$ cat src/rtl/prt_riscv_ram_arb_pkg.sv
`default_nettype none
// ============================================================================
// prt_riscv_ram_arb_pkg : shared types and helpers for the two-port RAM arbiter
// Rev 1.0
// ============================================================================
package prt_riscv_ram_arb_pkg;

  typedef enum logic {
    PORT_I = 1'b0,
    PORT_D = 1'b1
  } port_t;

  typedef struct packed {
    logic  vld;
    port_t owner;
  } tag_t;

  localparam int P_LAT = 2;

  // Winner for this cycle; only meaningful when at least one port requests.
  function automatic port_t pick_port(input logic i_req, input logic d_req,
                                      input port_t last_gnt, input logic rr_en);
    port_t win;
    if (i_req && d_req) begin
      win = (rr_en && (last_gnt == PORT_D)) ? PORT_I : PORT_D;
    end else if (d_req) begin
      win = PORT_D;
    end else begin
      win = PORT_I;
    end
    return win;
  endfunction

endpackage
`default_nettype wire

$ cat src/rtl/prt_riscv_ram_arb_tag.sv
`default_nettype none
// ============================================================================
// prt_riscv_ram_arb_tag : read-tag shift register matching the RAM read latency
// Rev 1.0
// ============================================================================
module prt_riscv_ram_arb_tag
  import prt_riscv_ram_arb_pkg::*;
#(
  parameter int P_LAT = 2
) (
  input  logic  CLK_IN,
  input  logic  RST_IN,
  input  logic  ISSUE_VLD_IN,
  input  port_t ISSUE_OWNER_IN,
  output logic  I_RD_VLD_OUT,
  output logic  D_RD_VLD_OUT
);

  tag_t tag_q [P_LAT];
  tag_t tag_d [P_LAT];

  always_comb begin
    tag_d[0].vld   = ISSUE_VLD_IN;
    tag_d[0].owner = ISSUE_OWNER_IN;
    for (int k = 1; k < P_LAT; k++) begin
      tag_d[k] = tag_q[k-1];
    end
  end

  always_ff @(posedge CLK_IN or posedge RST_IN) begin
    if (RST_IN) begin
      for (int k = 0; k < P_LAT; k++) begin
        tag_q[k] <= '0;
      end
    end else begin
      for (int k = 0; k < P_LAT; k++) begin
        tag_q[k] <= tag_d[k];
      end
    end
  end

  assign I_RD_VLD_OUT = tag_q[P_LAT-1].vld & (tag_q[P_LAT-1].owner == PORT_I);
  assign D_RD_VLD_OUT = tag_q[P_LAT-1].vld & (tag_q[P_LAT-1].owner == PORT_D);

endmodule
`default_nettype wire

$ cat src/rtl/prt_riscv_ram_arb.sv
`default_nettype none
// ============================================================================
// prt_riscv_ram_arb : shares one single-port RAM between instruction fetch and
// load/store. Define PRT_RISCV_RAM_ARB_RR_EN for round-robin, else D has priority.
// Rev 1.0
// ============================================================================
module prt_riscv_ram_arb
  import prt_riscv_ram_arb_pkg::*;
#(
  parameter int P_ADR = 10,
  parameter int P_LAT = prt_riscv_ram_arb_pkg::P_LAT
) (
  input  logic             RST_IN,
  input  logic             CLK_IN,
  input  logic             INIT_BUSY_IN,
  input  logic             I_RD_IN,
  input  logic [P_ADR-1:0] I_ADR_IN,
  output logic             I_ACK_OUT,
  output logic             I_RD_VLD_OUT,
  output logic [31:0]      I_RD_DAT_OUT,
  input  logic             D_RD_IN,
  input  logic             D_WR_IN,
  input  logic [P_ADR-1:0] D_ADR_IN,
  input  logic [31:0]      D_WR_DAT_IN,
  input  logic [3:0]       D_WR_STRB_IN,
  output logic             D_ACK_OUT,
  output logic             D_RD_VLD_OUT,
  output logic [31:0]      D_RD_DAT_OUT,
  output logic [P_ADR-1:0] RAM_ADR_OUT,
  output logic             RAM_RD_OUT,
  output logic             RAM_WR_OUT,
  output logic [31:0]      RAM_WR_DAT_OUT,
  output logic [3:0]       RAM_WR_STRB_OUT,
  input  logic [31:0]      RAM_RD_DAT_IN
);

`ifdef PRT_RISCV_RAM_ARB_RR_EN
  localparam logic RR_EN = 1'b1;
`else
  localparam logic RR_EN = 1'b0;
`endif

  port_t last_gnt_q;
  port_t last_gnt_d;
  port_t w_gnt;
  logic  w_i_req;
  logic  w_d_req;
  logic  w_issue;
  logic  w_rd;
  logic  w_wr;

  // Reset gates the issue path so no request leaks to the RAM while held in reset.
  always_comb begin
    w_i_req    = I_RD_IN;
    w_d_req    = D_RD_IN | D_WR_IN;
    w_issue    = ~RST_IN & ~INIT_BUSY_IN & (w_i_req | w_d_req);
    w_gnt      = pick_port(w_i_req, w_d_req, last_gnt_q, RR_EN);
    w_wr       = w_issue & (w_gnt == PORT_D) & D_WR_IN;
    w_rd       = w_issue & ~w_wr;
    last_gnt_d = w_issue ? w_gnt : last_gnt_q;
  end

  always_ff @(posedge CLK_IN or posedge RST_IN) begin
    if (RST_IN) begin
      last_gnt_q <= PORT_D;
    end else begin
      last_gnt_q <= last_gnt_d;
    end
  end

  assign I_ACK_OUT       = w_issue & (w_gnt == PORT_I);
  assign D_ACK_OUT       = w_issue & (w_gnt == PORT_D);
  assign RAM_RD_OUT      = w_rd;
  assign RAM_WR_OUT      = w_wr;
  assign RAM_ADR_OUT     = (w_gnt == PORT_D) ? D_ADR_IN : I_ADR_IN;
  assign RAM_WR_DAT_OUT  = D_WR_DAT_IN;
  assign RAM_WR_STRB_OUT = w_wr ? D_WR_STRB_IN : 4'b0000;
  assign I_RD_DAT_OUT    = RAM_RD_DAT_IN;
  assign D_RD_DAT_OUT    = RAM_RD_DAT_IN;

  prt_riscv_ram_arb_tag #(
    .P_LAT (P_LAT)
  ) u_tag (
    .CLK_IN         (CLK_IN),
    .RST_IN         (RST_IN),
    .ISSUE_VLD_IN   (w_rd),
    .ISSUE_OWNER_IN (w_gnt),
    .I_RD_VLD_OUT   (I_RD_VLD_OUT),
    .D_RD_VLD_OUT   (D_RD_VLD_OUT)
  );

endmodule
`default_nettype wire

$ cat config.mk
export PLATFORM = sky130hd
export DESIGN_NAME = prt_riscv_ram_arb
export DESIGN_NICKNAME = d
export VERILOG_FILES = /design/src/rtl/prt_riscv_ram_arb_pkg.sv /design/src/rtl/prt_riscv_ram_arb_tag.sv /design/src/rtl/prt_riscv_ram_arb.sv
export SDC_FILE = /design/constraint.sdc
export NUM_CORES = 1
export LEC_CHECK = 0
export BUFFER_PORTS_ARGS = -buffer_cell sky130_fd_sc_hd__buf_2
export CELL_PAD_IN_SITES_DETAIL_PLACEMENT = 1
export CELL_PAD_IN_SITES_GLOBAL_PLACEMENT = 1
export CORE_ASPECT_RATIO = 0.8
export CORE_MARGIN = 2
export CORE_UTILIZATION = 14
export DETAILED_ROUTE_END_ITERATION = 10
export HOLD_SLACK_MARGIN = 0.06
export PLACE_DENSITY = 0.85
export SLEW_MARGIN = 20
export SYNTH_ARGS = -nofsm -noshare
export SYNTH_HDL_FRONTEND = slang
export SYNTH_HIERARCHICAL = 1
export SYNTH_SLANG_ARGS = --single-unit
$ cat constraint.sdc
create_clock -name CLK_IN -period 0.8 [get_ports CLK_IN]
set_input_delay 0.08 -clock CLK_IN [delete_from_list [all_inputs] [get_ports CLK_IN]]
set_output_delay 0.08 -clock CLK_IN [all_outputs]
set_load 0.05 [all_outputs]
==> results of run 1 <==
==> sequential cells by signal, indices dropped and copies added, names as in the netlist <==
| register | cells |
|---|---|
| u_tag/tag_q | 2 |
| u_tag/tag_d | 2 |
==> layout make-up <==
type | count | area [um^2]
fill | 869 | 6320
inverter | 2 | 7.51
timing repair buffer | 57 | 509
sequential | 4 | 100
multi-input combinational | 23 | 283
tap | 105 | 131
clock buffer | 3 | 41.3
==> Yosys cell counts <==
cell type / count
buf_4: 96
mux2_4: 7
and3_2: 4
dfrtp_1: 4
mux2_2: 3
inv_1: 2
nor2_1: 2
and2_1: 1
and2_2: 1
and2b_2: 1
and3_1: 1
buf_6: 1
nor2_4: 1
nor3_1: 1
nor4_1: 1
==> routing by layer <==
| layer | share of wire (%) | global-route usage [%] | routed length [um] |
|---|---|---|---|
| met1 | 32 | 4.57 | 709 |
| met2 | 47 | 6.78 | 1030 |
| met3 | 20 | 5.13 | 445 |
| met4 | 1.3 | 1.62 | 28 |
| met5 | 0 | 2.56 | 0 |
==> final timing paths <==
kind / endpoint / slack [ns]
setup / recovery: RAM_ADR_OUT[1] / -0.24
hold / removal: RAM_WR_DAT_OUT[19] / 0.16
setup reg to reg: u_tag/tag_q[1] / 0.33
hold reg to reg: u_tag/tag_q[0] / 0.34
max in group asynchronous: u_tag/tag_d[0] / 0.18
min in group asynchronous: u_tag/tag_q[0] / 0.46
==> timing repair <==
item                                    in CTS  in global routing
hold buffers                                 1                  0
endpoints found under the hold margin        4                  0
pin swaps                                    4                  2
endpoints found under the setup margin      20                 20
setup buffers                                1                  0
gates resized for setup                     51                 11
==> report_power, final <==
part | total (mW) | internal [mW] | switching (mW)
registers | 0.215 | 0.212 | 0.00283
logic | 0.610 | 0.287 | 0.323
clock network | 0.415 | 0.320 | 0.0947
==> logic make-up after synthesis <==
logic type / Yosys count
buffers and inverters: 99
and+or+nand+nor: 13
muxes: 10
DFF: 4
==> stage by stage <==
stage / TNS (ns) / hold slack [ns] / total power, mW / cell area, um^2
after floorplan: -0.520 / -0.154 / 1.82 / 1100
after global placement: -4.53 / 0.148 / 0.703 / 813
after detailed placement: -4.96 / 0.156 / 0.712 / 813
after CTS: -2.86 / 0.160 / 1.24 / 1040
after global routing: -3.19 / 0.160 / 1.32 / 1070
final: -2.73 / 0.160 / 1.24 / 1070
==> impl_summary.md, run 1 <==
Placed design
Counting tap cells, the placed design contains a total of 189 instances. During placement, the flow inserted port buffers numbering 49. The worst slack at placement is -0.318 ns. The wire-length estimate of the detail-placed layout is 1820 um. At the end of routability-driven placement, the weighted congestion stood at roughly 0.65.

Synthesis
The synthesized netlist devotes 0% of its cell area to XOR and XNOR gates. The share of the synthesized area in compound gates (AO/OA/AOI/OAI) is 0%. The number of nets handed over by synthesis was between 200 and 250. The summed instance area of the synthesized netlist is 1070 um^2. After synthesis, the share of cell area in mux cells is between 10% and 20%.

Counting distinct cell types in the post-synthesis netlist gives 15. Yosys printed 6 warnings. Of the total synthesized cell area, the portion taken by full adders, half adders and majority gates is 0%. The share of synthesized area in the top cell type comes to 67.5%.

The largest total area in the synthesized netlist belongs to buf_4. The share of synthesized cell area in and, or, nand and nor gates is 8.32%. The cell count after synthesis came out at between 100 and 150. After synthesis, the largest family of logic cells by area is buffers and inverters. In the post-synthesis netlist, the biggest area contributors are buf_4 68%, mux2_4 9.8%, dfrtp_1 9.4%, mux2_2 3.2%, and3_2 2.8%. The count of state elements after synthesis is 4. The per-instance average area after synthesis is 8.47 um^2. The share of synthesized area occupied by flip-flops and latches is under 10%.

STA
The count of final hold-check violations is 0. The share of the clock period used by the worst path after layout is 130%. Headroom to the max-slew limit came out at 80.7%. The worst path in the final design needs a cycle of between 1 and 1.5 ns, including I/O delays and setup.

Setup repair after global routing could not meet its margin everywhere. The count of final max-slew check failures is 0. The transition time at the pin with the least slew margin is about 0.29 ns. Based on the critical path, the design can be clocked at up to 962 MHz. After layout, the worst setup slack is -0.239 ns. The setup skew after layout is 0.00282 ns. The total setup violations reported at the end of the flow is 15.

Global routing
The first global-routing pass estimated 3020 um of wire. For this run the aggregate overflow at the end of global routing stands at 0. The number of antenna violations at the first check in global routing is 0. The all-layer global routing usage is approximately 4.8%. The largest net degree at the start of global routing is 13. The via count of the first global-routing pass is 626.

Setup path
The type of element launching the critical path is an input pin. For the worst setup path, the data arrival time is 0.96 ns. STA classifies the critical path endpoint as an output port.

The timing startpoint of the critical path is D_RD_IN. The critical path is of the in2out type. Along the worst path, the maximum fanout reaches 12. The number of buffers and inverters on the critical path is 3. The family with the most delay on the worst path is buffers and inverters. The critical path goes through buf_6 -> nor2_4 -> buf_12 -> mux2_2 -> buf_6. Data on the critical path is required at its endpoint by 0.72 ns. For this run, the slowest stage of the critical path takes 0.35 ns. The largest individual stage delay along the critical path comes from the cell mux2_2.

The beginning of the worst register-to-register path is u_tag/tag_d[1]. The cell that appears most often on the critical path is buf_6. The total stage count of the critical path is 5.

The number of cells traversed by the worst register-to-register path is 0.

Detailed routing
In the final routed layout, each cell accounts on average for 11.4 um. The remaining antenna violation count after routing is 0. The first detailed-routing pass took 2 iterations. For this run, design rule violations remaining after detail routing come to 0. The routed wire length is 2210 um. The starting DRC count in detailed routing is 4. Using the TritonRoute via totals, the vias-per-cell ratio works out to 2.82. The total via count in the routed design is 548.

Clocking
In this run the number of H-tree levels came out at 1. At the later pin of the worst-skew pair, clock insertion delay measures 0.21 ns. Clock tree synthesis selected as its root buffer the cell clkbuf_8. In this run, CTS created clock tree buffers numbering 3. The clock tree from TritonCTS is built. The clock drives 4 sinks. The maximum number of buffers from clock root to sink is 2.

Status
The checks that failed: setup timing. The flow ran to the end, but the final reports show violations.

Floorplanning
The floorplan row count is 28. The horizontal extent of the die is 102 um. The initial core utilization is 14.4%. After floorplanning, the core was sized to cover about 7400 um^2.

Pin placement for this block handled 210 I/O pins. The vertical die dimension is 82.1 um. The die covers 8340 um^2.

Final layout
0 antenna diodes ended up in the layout. The final layout contains 185 nets. The final standard cell count with taps included and fillers excluded is 194. The top cell types in the final layout, fill and taps aside, are 25 x buf_2, 15 x buf_6, 8 x buf_8. Cells fill 14.5% of the core in the end.

The proportion of layout cells with a drive suffix above 1 is 89.9%. The most common cell after layout, fill and taps aside is buf_2. Compared with the post-synthesis result, the final layout area differs by 0.469%.

Hold path
The worst hold path begins at D_WR_DAT_IN[19]. The worst hold path class is in2out. The cell depth of the worst hold path is 0.

Power and ir drop
In this run the static leakage power is 0.488 nW. The power per cell area is 1160 nW/um^2. The worst supply voltage drop on vdd is ~330 uV.

Run
Max-cap violations in this run came to 0.
(Power assumes the default switching activity.)
==> inputs of run 2 (changes only) <==
--- a/config.mk
+++ b/config.mk
@@ -6,6 +6,7 @@
 export NUM_CORES = 1
 export LEC_CHECK = 0
 export BUFFER_PORTS_ARGS = -buffer_cell sky130_fd_sc_hd__buf_2
+export CAP_MARGIN = 20
 export CELL_PAD_IN_SITES_DETAIL_PLACEMENT = 1
 export CELL_PAD_IN_SITES_GLOBAL_PLACEMENT = 1
 export CORE_ASPECT_RATIO = 0.8
@@ -14,6 +15,7 @@
 export DETAILED_ROUTE_END_ITERATION = 10
 export HOLD_SLACK_MARGIN = 0.06
 export PLACE_DENSITY = 0.85
+export REMOVE_ABC_BUFFERS = 1
 export SLEW_MARGIN = 20
 export SYNTH_ARGS = -nofsm -noshare
 export SYNTH_HDL_FRONTEND = slang
==> run 2 against run 1 <==
  * The flow still finishes with violations (setup timing)
  * Final cell count rose by 1.0%
  * Combinational power grew 5.1%
  * Design area grew 4.3%
  * Count of clock-buffer cells in the layout unchanged
  * Maximum frequency down 0.63%
  * Sequential cell count is the same
  * Die area unchanged
  * Total power is 2.9% higher
  * Clock power grew 1%
  * Critical path depth stayed put
  * First-iteration DRC count rose to 8.5 times the previous value
  * Largest power group unchanged
  * Highest routed layer unchanged
==> impl_summary.md, run 2 (same netlist as run 1, synthesis figures left out) <==
Run
The number of max-capacitance violations reported is 0.

Final layout
After filler insertion, the fill cell instance count of the layout stands at 859. In the final design database the tool counted 187 nets. From synthesis to final layout, the design area changed by 4.81%.

The final standard cell count with taps included and fillers excluded is 196. The post-layout utilization of the core is between 10% and 20%. The most common cell after layout, fill and taps aside is buf_2.

Cells with a size suffix above 1 make up 89.0% of the layout. In the layout the commonest cells are 25 x buf_2, 20 x buf_6, 7 x mux2_4, 7 x buf_8. The multi-input combinational cells in the finished layout cover a total of 278 um^2. The area used by sequential logic in the layout is between 100 and 150 um^2.

The count of inserted antenna diode cells is 0.

Detailed routing
The DRC violations left is 0. The average routed wire per standard cell is 48.4 um. The total via count in the routed design is 703.

Before antenna repair, the detailed router went through 4 iterations. The final layout contains routed wiring with a total length of 9490 um. The detailed router finished its first iteration with 34 violations. The via density per instance is approximately 3.6. The remaining antenna violation count after routing is 0.

Floorplanning
The number of I/O pins is 210. The floorplan step set the die height to a little over 80 um. The floorplan row count is 28. Once the floorplan was initialized, standard cells occupied about 14% of the core.

The horizontal extent of the die is 102 um. The placeable core region is 7390 um^2. The die covers between 8000 and 9000 um^2.

Clocking
The clock tree from TritonCTS is built. No sink is reached through more buffers than the 2 on the longest clock path. The tree is rooted in a clkbuf_8. Buffers inserted during clock tree synthesis total 3. The total number of H-tree levels is 1. The source-to-sink clock delay at the later pin of the worst-skew pair is 0.21 ns. The tree built by TritonCTS fans out to 4 sinks.

STA
Final hold analysis gives a worst-case slack of 0.160 ns. Setup repair after global routing could not meet its margin everywhere. For the pin with the worst max-slew slack, the measured transition is 0.242 ns. In the finished design, the share of the clock period the worst path needs comes to 131%. The count of final max-slew check failures is 0. The worst relative slew slack is ~84%. The smallest setup slack after layout is -0.246 ns. The count of final hold-check violations is 0. Derived from the worst setup path, the maximum achievable clock frequency is between 900 and 1000 MHz. The smallest clock period supported by the final layout is computed as 1.05 ns.

Between clock sinks in the finished design, the worst skew comes to 0.000377 ns. The total setup violations reported at the end of the flow is 15.

Setup path
The endpoint of the worst register-to-register path is u_tag/tag_q[1]. The number of cells traversed by the worst register-to-register path is 0. Tracing the worst setup path back leads to its startpoint at D_RD_IN. The data arrival time of the critical path is 0.97 ns. The kind of end point of the critical path is an output port.

The critical path ends at RAM_ADR_OUT[0]. The worst register-to-register path begins at u_tag/tag_d[1]. The path type of the worst setup path is in2out. The setup slack of the worst register-to-register path is 0.33 ns. The maximum fanout encountered on the critical timing path is 11.

STA classifies the critical path startpoint as an input pin. The critical path data required time is 0.72 ns.

Power and ir drop
The overall power consumption is 1.28 mW. The net switching power is between 0.4 and 0.5 mW. The internal portion of the total power is 0.836 mW. The worst supply voltage drop on vdd is 206 uV. The part of the total power dissipated in the clock network is roughly a third. The power per cell area is 1140 nW/um^2. In this run, the combinational gates consume 50.2% of the power. The fraction of power spent switching nets is 34.5%. In this run the static leakage power is 0.510 nW. The portion of total power attributed to sequential cells is 16.9%.

Global routing
The overflow left after global routing is 0. The number of antenna violations at the first check in global routing is 0. The via count of the first global-routing pass came to 688. The all-layer global routing usage is between 20% and 30%. The first global-routing pass estimated 10400 um of wire.

Entering global routing, the biggest net connects 12 pins.

Status
The final reports fail on setup timing. The flow ran to the end, but the final reports show violations.

Placed design
Input and output buffers added on the ports amount to a little under 50. The number of cells after detailed placement is 188. Routability-driven placement finished with a final weighted congestion of 0.917.

Hold path
The tightest min-delay check is of the in2out type.
run 2: worst max-delay path: stages:
cell	delay [ns]
buf_6	0.10
nor2_4	0.12
buf_12	0.15
mux2_2	0.35
buf_6	0.15
run 2: cell type report:
type | count | area share (%)
flip-flops and latches | 4 | 8.95
multi-input cells | 23 | 24.8
well taps | 105 | 11.7
repair buffers | 59 | 50.1
inverters | 2 | 0.671
clock buffers | 3 | 3.69
run 2: how the worst min path moves through the flow:
stage | cells past startpoint | endpoint | slack [ns] | from
floorplan | 1 | u_tag/tag_d[0] | -0.15 | RST_IN
global placement | 3 | u_tag/tag_d[1] | 0.11 | RST_IN
detailed placement | 3 | u_tag/tag_d[0] | 0.11 | RST_IN
CTS | 0 | I_RD_DAT_OUT[31] | 0.16 | RAM_RD_DAT_IN[31]
global route | 0 | I_RD_DAT_OUT[31] | 0.16 | RAM_RD_DAT_IN[31]
finish | 0 | I_RD_DAT_OUT[31] | 0.16 | RAM_RD_DAT_IN[31]
run 2: stage by stage:
stage          setup WS [ns]  area (um^2)  setup TNS (ns)
3_3_place_gp          -0.290          807           -4.03
5_1_grt               -0.269         1120           -3.22
6_report              -0.246         1120           -2.89
4_1_cts               -0.229         1090           -2.78
2_1_floorplan          -1.18          335           -3.73
3_5_place_dp          -0.302          807           -4.44
run 2: power by group through the flow:
stage	Sequential (mW)	Clock, mW	Combinational [mW]
after floorplan	0.216	0	0.298
after detailed placement	0.217	0	0.485
after global routing	0.216	0.457	0.662
after global placement	0.217	0	0.473
final	0.215	0.420	0.641
after CTS	0.215	0.432	0.624
run 2: timing repair:
action,in CTS,in global routing
endpoints found under the setup margin,20,17
pin swaps,4,2
gates resized for setup,61,4
hold buffers,1,0
endpoints found under the hold margin,4,0
buffers inserted,3,1
run 2: routing by layer:
metal,vias to the layer above,part of all wire [%],routed length [um],GRT usage (%)
met5,-,0,0,0
met4,0,0.44,42,3.92
met3,6,36,3410,36.2
met2,162,48,4510,34.7
met1,306,16,1530,10.5
li1,229,-,-,-
